--- config.mk ---
export PLATFORM = sky130hd
export DESIGN_NAME = seq_alu
export DESIGN_NICKNAME = d
export VERILOG_FILES = /design/src/rtl/seq_alu_pkg.sv /design/src/rtl/seq_alu_mul.sv /design/src/rtl/seq_alu.sv
export SDC_FILE = /design/constraint.sdc
export NUM_CORES = 1
export LEC_CHECK = 0
export ABC_AREA = 0
export CAP_MARGIN = 20
export CORE_UTILIZATION = 41
export DETAILED_ROUTE_END_ITERATION = 12
export PLACE_DENSITY = 0.75
export SYNTH_ARGS = -nofsm -noshare
export SYNTH_HDL_FRONTEND = slang
export SYNTH_SLANG_ARGS = --single-unit
--- constraint.sdc ---
create_clock -name clk -period 2.25 [get_ports clk]
set_clock_uncertainty 0.05 [all_clocks]
set_input_delay 0.45 -clock clk [delete_from_list [all_inputs] [get_ports clk]]
set_output_delay 0.45 -clock clk [all_outputs]
set_load 0.01 [all_outputs]
--- src/rtl/seq_alu_pkg.sv ---
// ============================================================================
// Module      : seq_alu_pkg
// Description : Opcode and FSM state encodings shared by the sequential ALU.
// Revision    : 1.0 - initial release
// ============================================================================
`default_nettype none

package seq_alu_pkg;

    typedef enum logic [2:0] {
        OP_ADD  = 3'b000,
        OP_SUB  = 3'b001,
        OP_AND  = 3'b010,
        OP_OR   = 3'b011,
        OP_XOR  = 3'b100,
        OP_NOT  = 3'b101,
        OP_MUL  = 3'b110,
        OP_RSVD = 3'b111
    } op_e;

    typedef enum logic [1:0] {
        ST_IDLE = 2'd0,
        ST_MUL  = 2'd1,
        ST_DONE = 2'd2
    } state_e;

endpackage

`default_nettype wire

--- src/rtl/seq_alu_mul.sv ---
// ============================================================================
// Module      : seq_alu_mul
// Description : Unsigned shift-add multiplier, one multiplier bit per cycle,
//               LSB first, WIDTH iterations after load.
// Revision    : 1.0 - initial release
// ============================================================================
`default_nettype none

module seq_alu_mul #(
    parameter int WIDTH = 4
) (
    input  logic                 clk,
    input  logic                 rst,
    input  logic                 load,
    input  logic [WIDTH-1:0]     a,
    input  logic [WIDTH-1:0]     b,
    output logic [2*WIDTH-1:0]   product,
    output logic                 last
);

    localparam int CNT_W = $clog2(WIDTH + 1);
    localparam logic [CNT_W-1:0] C_LAST = CNT_W'(WIDTH - 1);

    logic                 r_run;
    logic [CNT_W-1:0]     r_cnt;
    logic [2*WIDTH-1:0]   r_acc;
    logic [2*WIDTH-1:0]   r_mcand;
    logic [WIDTH-1:0]     r_mplier;

    // Accumulator value after the current iteration; on the last cycle this
    // is the complete product, so the parent can capture it on that edge.
    assign product = r_acc + (r_mplier[0] ? r_mcand : '0);
    assign last    = r_run && (r_cnt == C_LAST);

    always_ff @(posedge clk) begin
        if (rst) begin
            r_run    <= 1'b0;
            r_cnt    <= '0;
            r_acc    <= '0;
            r_mcand  <= '0;
            r_mplier <= '0;
        end else if (load) begin
            r_run    <= 1'b1;
            r_cnt    <= '0;
            r_acc    <= '0;
            r_mcand  <= {{WIDTH{1'b0}}, a};
            r_mplier <= b;
        end else if (r_run) begin
            r_acc    <= product;
            r_mcand  <= r_mcand << 1;
            r_mplier <= r_mplier >> 1;
            if (r_cnt == C_LAST) begin
                r_run <= 1'b0;
            end else begin
                r_cnt <= r_cnt + CNT_W'(1);
            end
        end
    end

endmodule

`default_nettype wire

--- src/rtl/seq_alu.sv ---
// ============================================================================
// Module      : seq_alu
// Description : Sequential ALU: single-cycle ADD/SUB/logic ops and an
//               optional multi-cycle shift-add MUL (macro SEQ_ALU_MUL_EN).
// Revision    : 1.0 - initial release
// ============================================================================
`default_nettype none

module seq_alu
    import seq_alu_pkg::*;
#(
    parameter int WIDTH = 4
) (
    input  logic                 clk,
    input  logic                 rst,
    input  logic                 start,
    input  logic [2:0]           op,
    input  logic [WIDTH-1:0]     a,
    input  logic [WIDTH-1:0]     b,
    output logic [2*WIDTH-1:0]   result,
    output logic                 carry,
    output logic                 zero,
    output logic                 err,
    output logic                 busy,
    output logic                 done
);

    state_e              r_state;
    state_e              w_next_state;
    logic                w_accept;
    logic                w_mul_load;
    logic                w_mul_last;
    logic [2*WIDTH-1:0]  w_product;
    logic [WIDTH:0]      w_sum;
    logic [WIDTH:0]      w_diff;
    logic [WIDTH-1:0]    w_alu_res;
    logic                w_alu_carry;
    logic                w_alu_err;

    assign busy     = (r_state != ST_IDLE);
    assign done     = (r_state == ST_DONE);
    assign w_accept = (r_state == ST_IDLE) && start;

    assign w_sum  = {1'b0, a} + {1'b0, b};
    assign w_diff = {1'b0, a} + {1'b0, ~b} + {{WIDTH{1'b0}}, 1'b1};

`ifdef SEQ_ALU_MUL_EN
    assign w_mul_load = w_accept && (op == OP_MUL);

    seq_alu_mul #(
        .WIDTH   (WIDTH)
    ) u_mul (
        .clk     (clk),
        .rst     (rst),
        .load    (w_mul_load),
        .a       (a),
        .b       (b),
        .product (w_product),
        .last    (w_mul_last)
    );
`else
    assign w_mul_load = 1'b0;
    assign w_mul_last = 1'b0;
    assign w_product  = '0;
`endif

    // Without the multiplier, OP_MUL falls through to the reserved response.
    always_comb begin
        w_alu_res   = '0;
        w_alu_carry = 1'b0;
        w_alu_err   = 1'b0;
        case (op)
            OP_ADD: begin
                w_alu_res   = w_sum[WIDTH-1:0];
                w_alu_carry = w_sum[WIDTH];
            end
            OP_SUB: begin
                w_alu_res   = w_diff[WIDTH-1:0];
                w_alu_carry = w_diff[WIDTH];
            end
            OP_AND:  w_alu_res = a & b;
            OP_OR:   w_alu_res = a | b;
            OP_XOR:  w_alu_res = a ^ b;
            OP_NOT:  w_alu_res = ~a;
            default: w_alu_err = 1'b1;
        endcase
    end

    always_ff @(posedge clk) begin
        if (rst) begin
            r_state <= ST_IDLE;
        end else begin
            r_state <= w_next_state;
        end
    end

    always_comb begin
        w_next_state = r_state;
        case (r_state)
            ST_IDLE: begin
                if (w_mul_load) begin
                    w_next_state = ST_MUL;
                end else if (start) begin
                    w_next_state = ST_DONE;
                end
            end
            ST_MUL: begin
                if (w_mul_last) begin
                    w_next_state = ST_DONE;
                end
            end
            ST_DONE: w_next_state = ST_IDLE;
            default: w_next_state = ST_IDLE;
        endcase
    end

    always_ff @(posedge clk) begin
        if (rst) begin
            result <= '0;
            carry  <= 1'b0;
            zero   <= 1'b1;
            err    <= 1'b0;
        end else if (w_accept && !w_mul_load) begin
            result <= {{WIDTH{1'b0}}, w_alu_res};
            carry  <= w_alu_carry;
            zero   <= (w_alu_res == '0);
            err    <= w_alu_err;
        end else if ((r_state == ST_MUL) && w_mul_last) begin
            result <= w_product;
            carry  <= |w_product[2*WIDTH-1:WIDTH];
            zero   <= (w_product == '0);
            err    <= 1'b0;
        end
    end

endmodule

`default_nettype wire
==> results.json, run 1 <==
{
  "dr_total_vias": 849,
  "io_buffers": 22,
  "synth_cell_types": 35,
  "cp_cell_sequence": "dlygate4sd2_1 > buf_4 > fa_2 > xor2_1 > mux4_2 > a21oi_2 > a311oi_2 > a31oi_1",
  "wl_per_cell_um": 13.7,
  "gp_congestion": 0.800,
  "path_class": "in2reg",
  "finalCriticalPeriod_ns": 2.19,
  "most-common-layout-cells": "clkdlybuf4s50_1, buf_4, inv_1, nor2_1, ha_1",
  "worst_path_max_delay_cell": "mux4_2",
  "maxCapViolCount": 0,
  "path_max_fanout": 3,
  "die_height_um": 47.8,
  "cts_buffers": 3,
  "grt_use_total": 0.204,
  "grt_first_pass_wirelength_um": 3240,
  "ir_drop_mv": 0.204,
  "worstSetupEndpointType": "flop",
  "cp_data_required_time_ns": 2.39,
  "clk_latency_ns": 0.26,
  "synth_edf_count": 0,
  "totalPowerFinal_w": 0.000501,
  "worst_hold_path_type": "reg2reg",
  "fin_util": 0.628,
  "clock.fmax_mhz": 457,
  "cts_tree": "built",
  "syn_avg_cell_area_um2": 8.33,
  "dp_hpwl_um": 1650,
  "rsz0062_at_grt": "false",
  "nFillCells": 183,
  "htreeDepth": 1,
  "netlist_area_um2": 858,
  "grt_pass1_vias": 795,
  "timing_hold_violations_final": 0,
  "fp.dieW_um": 47.8,
  "ys_ff_latch": 8,
  "path_clk_slew_ns": 0.06,
  "crit_arrival_ns": 2.33,
  "nets": 166,
  "grt_antenna_before_repair": 0,
  "drc": 0,
  "final_common_cell": "clkdlybuf4s50_1",
  "core_area_um2": 1960,
  "grt_max_degree": 10,
  "die_area_um2": 2280,
  "wl_met3_um": 67,
  "status": "finished, final reports clean",
  "ant_nets": 0,
  "initial_utilization": 0.437,
  "preCtsSetupSlack_ns": -0.557,
  "yosysSeqAreaShare": 0.187,
  "layout-drive-gt1-share": 0.272,
  "syn_inst": 103,
  "firstDrtPassIters": 4,
  "cp-start-kind": "primary input",
  "dr.max_layer_used": "met4",
  "met1Wirelength_um": 900,
  "clk_path_buf_depth": 2,
  "synth_top_flop_cell": "dfxtp_1",
  "ios": 27,
  "antenna_cells": 0,
  "final-setup-viol-count": 0,
  "ys_warn_count": 0,
  "drt_iter0_drc": 18,
  "period_share": 0.974,
  "clock-sinks": 8,
  "root_buffer": "clkbuf_4",
  "grt_overflow": 0,
  "wl_met2_um": 1230,
  "drt_wl_total_um": 2240,
  "p_leak_nw": 0.575,
  "slowest_delay_ns": 0.50,
  "vias_per_cell": 5.21,
  "slew_viol_final": 0,
  "power_density_nw_per_um2": 407,
  "rows": 16,
  "fin_ws_ns": 0.0595,
  "async_flop_share": 0,
  "syn2layout_area_growth_pct": 43.4
}
==> report_power, final <==
| group | leakage, nW | total, W | internal (W) | switching (W) |
|---|---|---|---|---|
| clock | 0.0138 | 0.000116 | 0.0000614 | 0.0000542 |
| combinational | 0.495 | 0.000226 | 0.000118 | 0.000109 |
| sequential | 0.0660 | 0.000159 | 0.000153 | 0.00000575 |
==> routing by layer <==
metal	vias to the layer above	track usage
li1	410	-
met1	408	0.223
met2	26	0.392
met3	5	0.0340
met4	0	0.0667
met5	-	0
==> path summary, 6_finish.rpt <==
check	cells past startpoint	start	to	slack (ns)
worst min-delay path	2	err$_SDFFE_PP0P_	err$_SDFFE_PP0P_	0.42
worst max-delay path	8	a[1]	zero$_SDFFE_PP1P_	0.06
worst min register to register	2	err$_SDFFE_PP0P_	err$_SDFFE_PP0P_	0.42
worst max register to register	4	r_state[1]$_SDFFE_PP0P_	zero$_SDFFE_PP1P_	1.01
==> worst max-delay path, delay by kind of cell <==
kind,cells,cell delay [ns]
AOI/OAI and AO/OA,3,0.46
adders and majority gates,1,0.34
xor gates and xnor gates,1,0.17
muxes,1,0.50
buffers and inverters,2,0.41
==> metrics by stage <==
step | setup TNS (ns) | hold slack (ns) | cell area [um^2] | cells
2_1_floorplan | 0 | 0.426 | 870 | 106
3_3_place_gp | -1.76 | 0.391 | 1160 | 159
3_5_place_dp | -1.94 | 0.417 | 1160 | 159
4_1_cts | 0 | 0.425 | 1190 | 162
5_1_grt | 0 | 0.450 | 1230 | 163
6_report | 0 | 0.422 | 1230 | 163
==> cells by family after synthesis <==
kind of cell	Yosys count	share of synthesized area
buf+inv	25	0.144
fa+ha+maj	14	0.222
xor+xnor	3	0.0306
flops	8	0.187
simple gates	24	0.134
compound gates	24	0.203
mux	4	0.0758
other cells	1	0.00437
==> what timing repair did <==
item                       CTS  global route
hold buffers                 0             0
setup endpoints to repair    4             1
pin swaps                    4             6
gates resized for setup     11            12
setup buffers                0             1
==> registers in the layout, indices dropped and copies added, names as in the netlist <==
register / flops
carry: 1
err: 1
r_state: 1
result: 4
zero: 1
==> final cells by class <==
class | count | area (um^2) | area share
repair buffers | 37 | 325 | 0.264
inverters | 15 | 56.3 | 0.0457
flip-flops and latches | 8 | 160 | 0.130
multi-input cells | 73 | 633 | 0.514
well taps | 27 | 33.8 | 0.0274
clock buffers | 3 | 22.5 | 0.0183
==> Yosys cell counts, types with 2 or more instances <==
master     n  area share
buf_2      2       0.012
xor2_1     2       0.020
a21oi_1    6       0.035
mux4_2     2       0.052
fa_1       2       0.047
nand2_1    3       0.013
ha_1      12        0.17
nor2_1     9       0.039
nor3_1     3       0.017
mux2i_1    2       0.023
nand2b_1   4       0.029
o21bai_1   2       0.017
inv_1     15       0.066
nand3_1    2       0.012
a211oi_1   4       0.035
buf_4      5       0.044
dfxtp_1    8        0.19
a31oi_1    3       0.022
No activity file was read; power rests on OpenSTA's default activity.
==> run 2: changes to the inputs <==
- SETUP_SLACK_MARGIN: default -> 0.1
==> run 2 against run 1 <==
- non-clock buffer count shrank 1
- routed wire length shrank 12%
- design area grew 2.8%
==> results.json, run 2 (synthesis gave the netlist of run 1 again) <==
{
  "die_area_um2": 2280,
  "dr_total_vias": 836,
  "path_class": "in2reg",
  "nFillCells": 171,
  "antenna_cells": 0,
  "crit_arrival_ns": 2.22,
  "holdWs_ns": 0.404,
  "place_inst": 158,
  "layout-drive-gt1-share": 0.296,
  "core_area_um2": 1960,
  "final-setup-viol-count": 0,
  "finalCriticalPeriod_ns": 2.08,
  "firstDrtPassIters": 4,
  "path_max_fanout": 3,
  "worstHoldStart": "err$_SDFFE_PP0P_",
  "instances_no_fill": 162,
  "final_common_cell": "clkdlybuf4s50_1",
  "root_buffer": "clkbuf_4",
  "p_leak_nw": 0.574,
  "cp_data_required_time_ns": 2.39,
  "grt_first_pass_wirelength_um": 3190,
  "die_height_um": 47.8,
  "grt_max_degree": 10,
  "cp_cell_sequence": "clkbuf_4 > ha_4 > fa_2 > xor2_1 > mux4_2 > a21oi_4 > a311oi_2 > a31oi_1",
  "top_register": "result",
  "worst_path_max_delay_cell": "mux4_2",
  "cts_buffers": 3,
  "rows": 16,
  "drt_iter0_drc": 27,
  "dpl_cell_area_um2": 1160,
  "ios": 27,
  "rsz0062_at_grt": "false",
  "vias_per_cell": 5.16,
  "grt_pass1_vias": 791,
  "clk_path_buf_depth": 2,
  "ir_drop_mv": 0.177,
  "dp_hpwl_um": 1590,
  "period_share": 0.926,
  "htreeDepth": 1,
  "cp-start-kind": "primary input",
  "most-common-layout-cells": "clkdlybuf4s50_1, buf_4, inv_1, nor2_1, ha_1",
  "clock-sinks": 8,
  "syn2layout_area_growth_pct": 47.5,
  "cts_tree": "built",
  "ant_nets": 0,
  "worst-r2r-setup-slack_ns": 1.04,
  "drt_wl_total_um": 1970,
  "grt_use_total": 0.202,
  "maxCapViolCount": 0,
  "nets": 165,
  "r2r_start": "r_state[1]$_SDFFE_PP0P_",
  "clk_latency_ns": 0.26,
  "worst_hold_path_type": "reg2reg",
  "initial_utilization": 0.437,
  "status": "finished, final reports clean",
  "slew_viol_final": 0,
  "largest_reg_flops": 4,
  "grt_overflow": 0,
  "gp_congestion": 0.796,
  "hold_buffers": 0,
  "path_clk_slew_ns": 0.05,
  "path_delay_family": "adder cells",
  "wl_per_cell_um": 12.2,
  "drc": 0,
  "reg2regPathDepth": 4,
  "worst_r2r_endpoint": "zero$_SDFFE_PP1P_",
  "grt_antenna_before_repair": 0,
  "fin_area_um2": 1270,
  "whs_endpoint": "err$_SDFFE_PP0P_",
  "timing_hold_violations_final": 0,
  "io_buffers": 22,
  "power_density_nw_per_um2": 398,
  "critPathBufInv": 1,
  "clock.fmax_mhz": 480,
  "slowest_delay_ns": 0.49,
  "min_path_cells": 2,
  "worstSetupEndpointType": "flop",
  "fp.dieW_um": 47.8
}
==> run 2: area by class of cell <==
| type | count | area, um^2 | share of cell area |
|---|---|---|---|
| inverter | 15 | 56.3 | 0.0445 |
| timing repair buffer | 36 | 315 | 0.249 |
| multi-input combinational | 73 | 678 | 0.536 |
| tap | 27 | 33.8 | 0.0267 |
| clock buffer | 3 | 22.5 | 0.0178 |
| sequential | 8 | 160 | 0.126 |
==> run 2: per-layer routing <==
metal,track usage,share of wire
met5,0,0
met4,0.0833,0.015
met3,0.0340,0.034
met2,0.370,0.54
met1,0.228,0.41
==> run 2: power breakdown <==
group / internal (W) / total, W / switching, W / leakage [nW]
clock network: 0.0000611 / 0.000111 / 0.0000497 / 0.0138
registers: 0.000153 / 0.000159 / 0.00000531 / 0.0660
logic: 0.000123 / 0.000234 / 0.000111 / 0.494
total: 0.000337 / 0.000504 / 0.000166 / 0.574
==> run 2: worst max-delay path by stage <==
stage / depth (start not counted) / to / slack (ns) / from
final: 8 / zero$_SDFFE_PP1P_ / 0.17 / b[0]
after global routing: 8 / zero$_SDFFE_PP1P_ / 0.10 / b[0]
after CTS: 9 / result[3]$_SDFFE_PP0P_ / 0.11 / b[2]
after detailed placement: 9 / zero$_SDFFE_PP1P_ / -0.49 / a[0]
after global placement: 9 / zero$_SDFFE_PP1P_ / -0.43 / a[0]
after floorplan: 8 / zero$_SDFFE_PP1P_ / 0.11 / a[0]
==> run 2: tightest hold or removal path, stage by stage, from the launching register on <==
cell and delay (ns):
dfxtp_1 0.30, nand2_1 0.05, a21oi_1 0.05
==> run 2: what timing repair did <==
| action | CTS | global route |
|---|---|---|
| setup buffers | 1 | 0 |
| endpoints found under the setup margin | 4 | 3 |
| gates resized for setup | 16 | 16 |
| pin swaps | 5 | 8 |
| cloned | 0 | 0 |
==> run 2: through the flow <==
stage | total power, W | util | setup TNS (ns) | setup slack, ns
2_1_floorplan | 0.000288 | - | 0 | 0.110
3_3_place_gp | 0.000366 | 0.594 | -1.50 | -0.429
3_5_place_dp | 0.000373 | 0.594 | -1.72 | -0.487
4_1_cts | 0.000490 | 0.618 | 0 | 0.110
5_1_grt | 0.000537 | 0.645 | 0 | 0.104
6_report | 0.000504 | 0.645 | 0 | 0.167
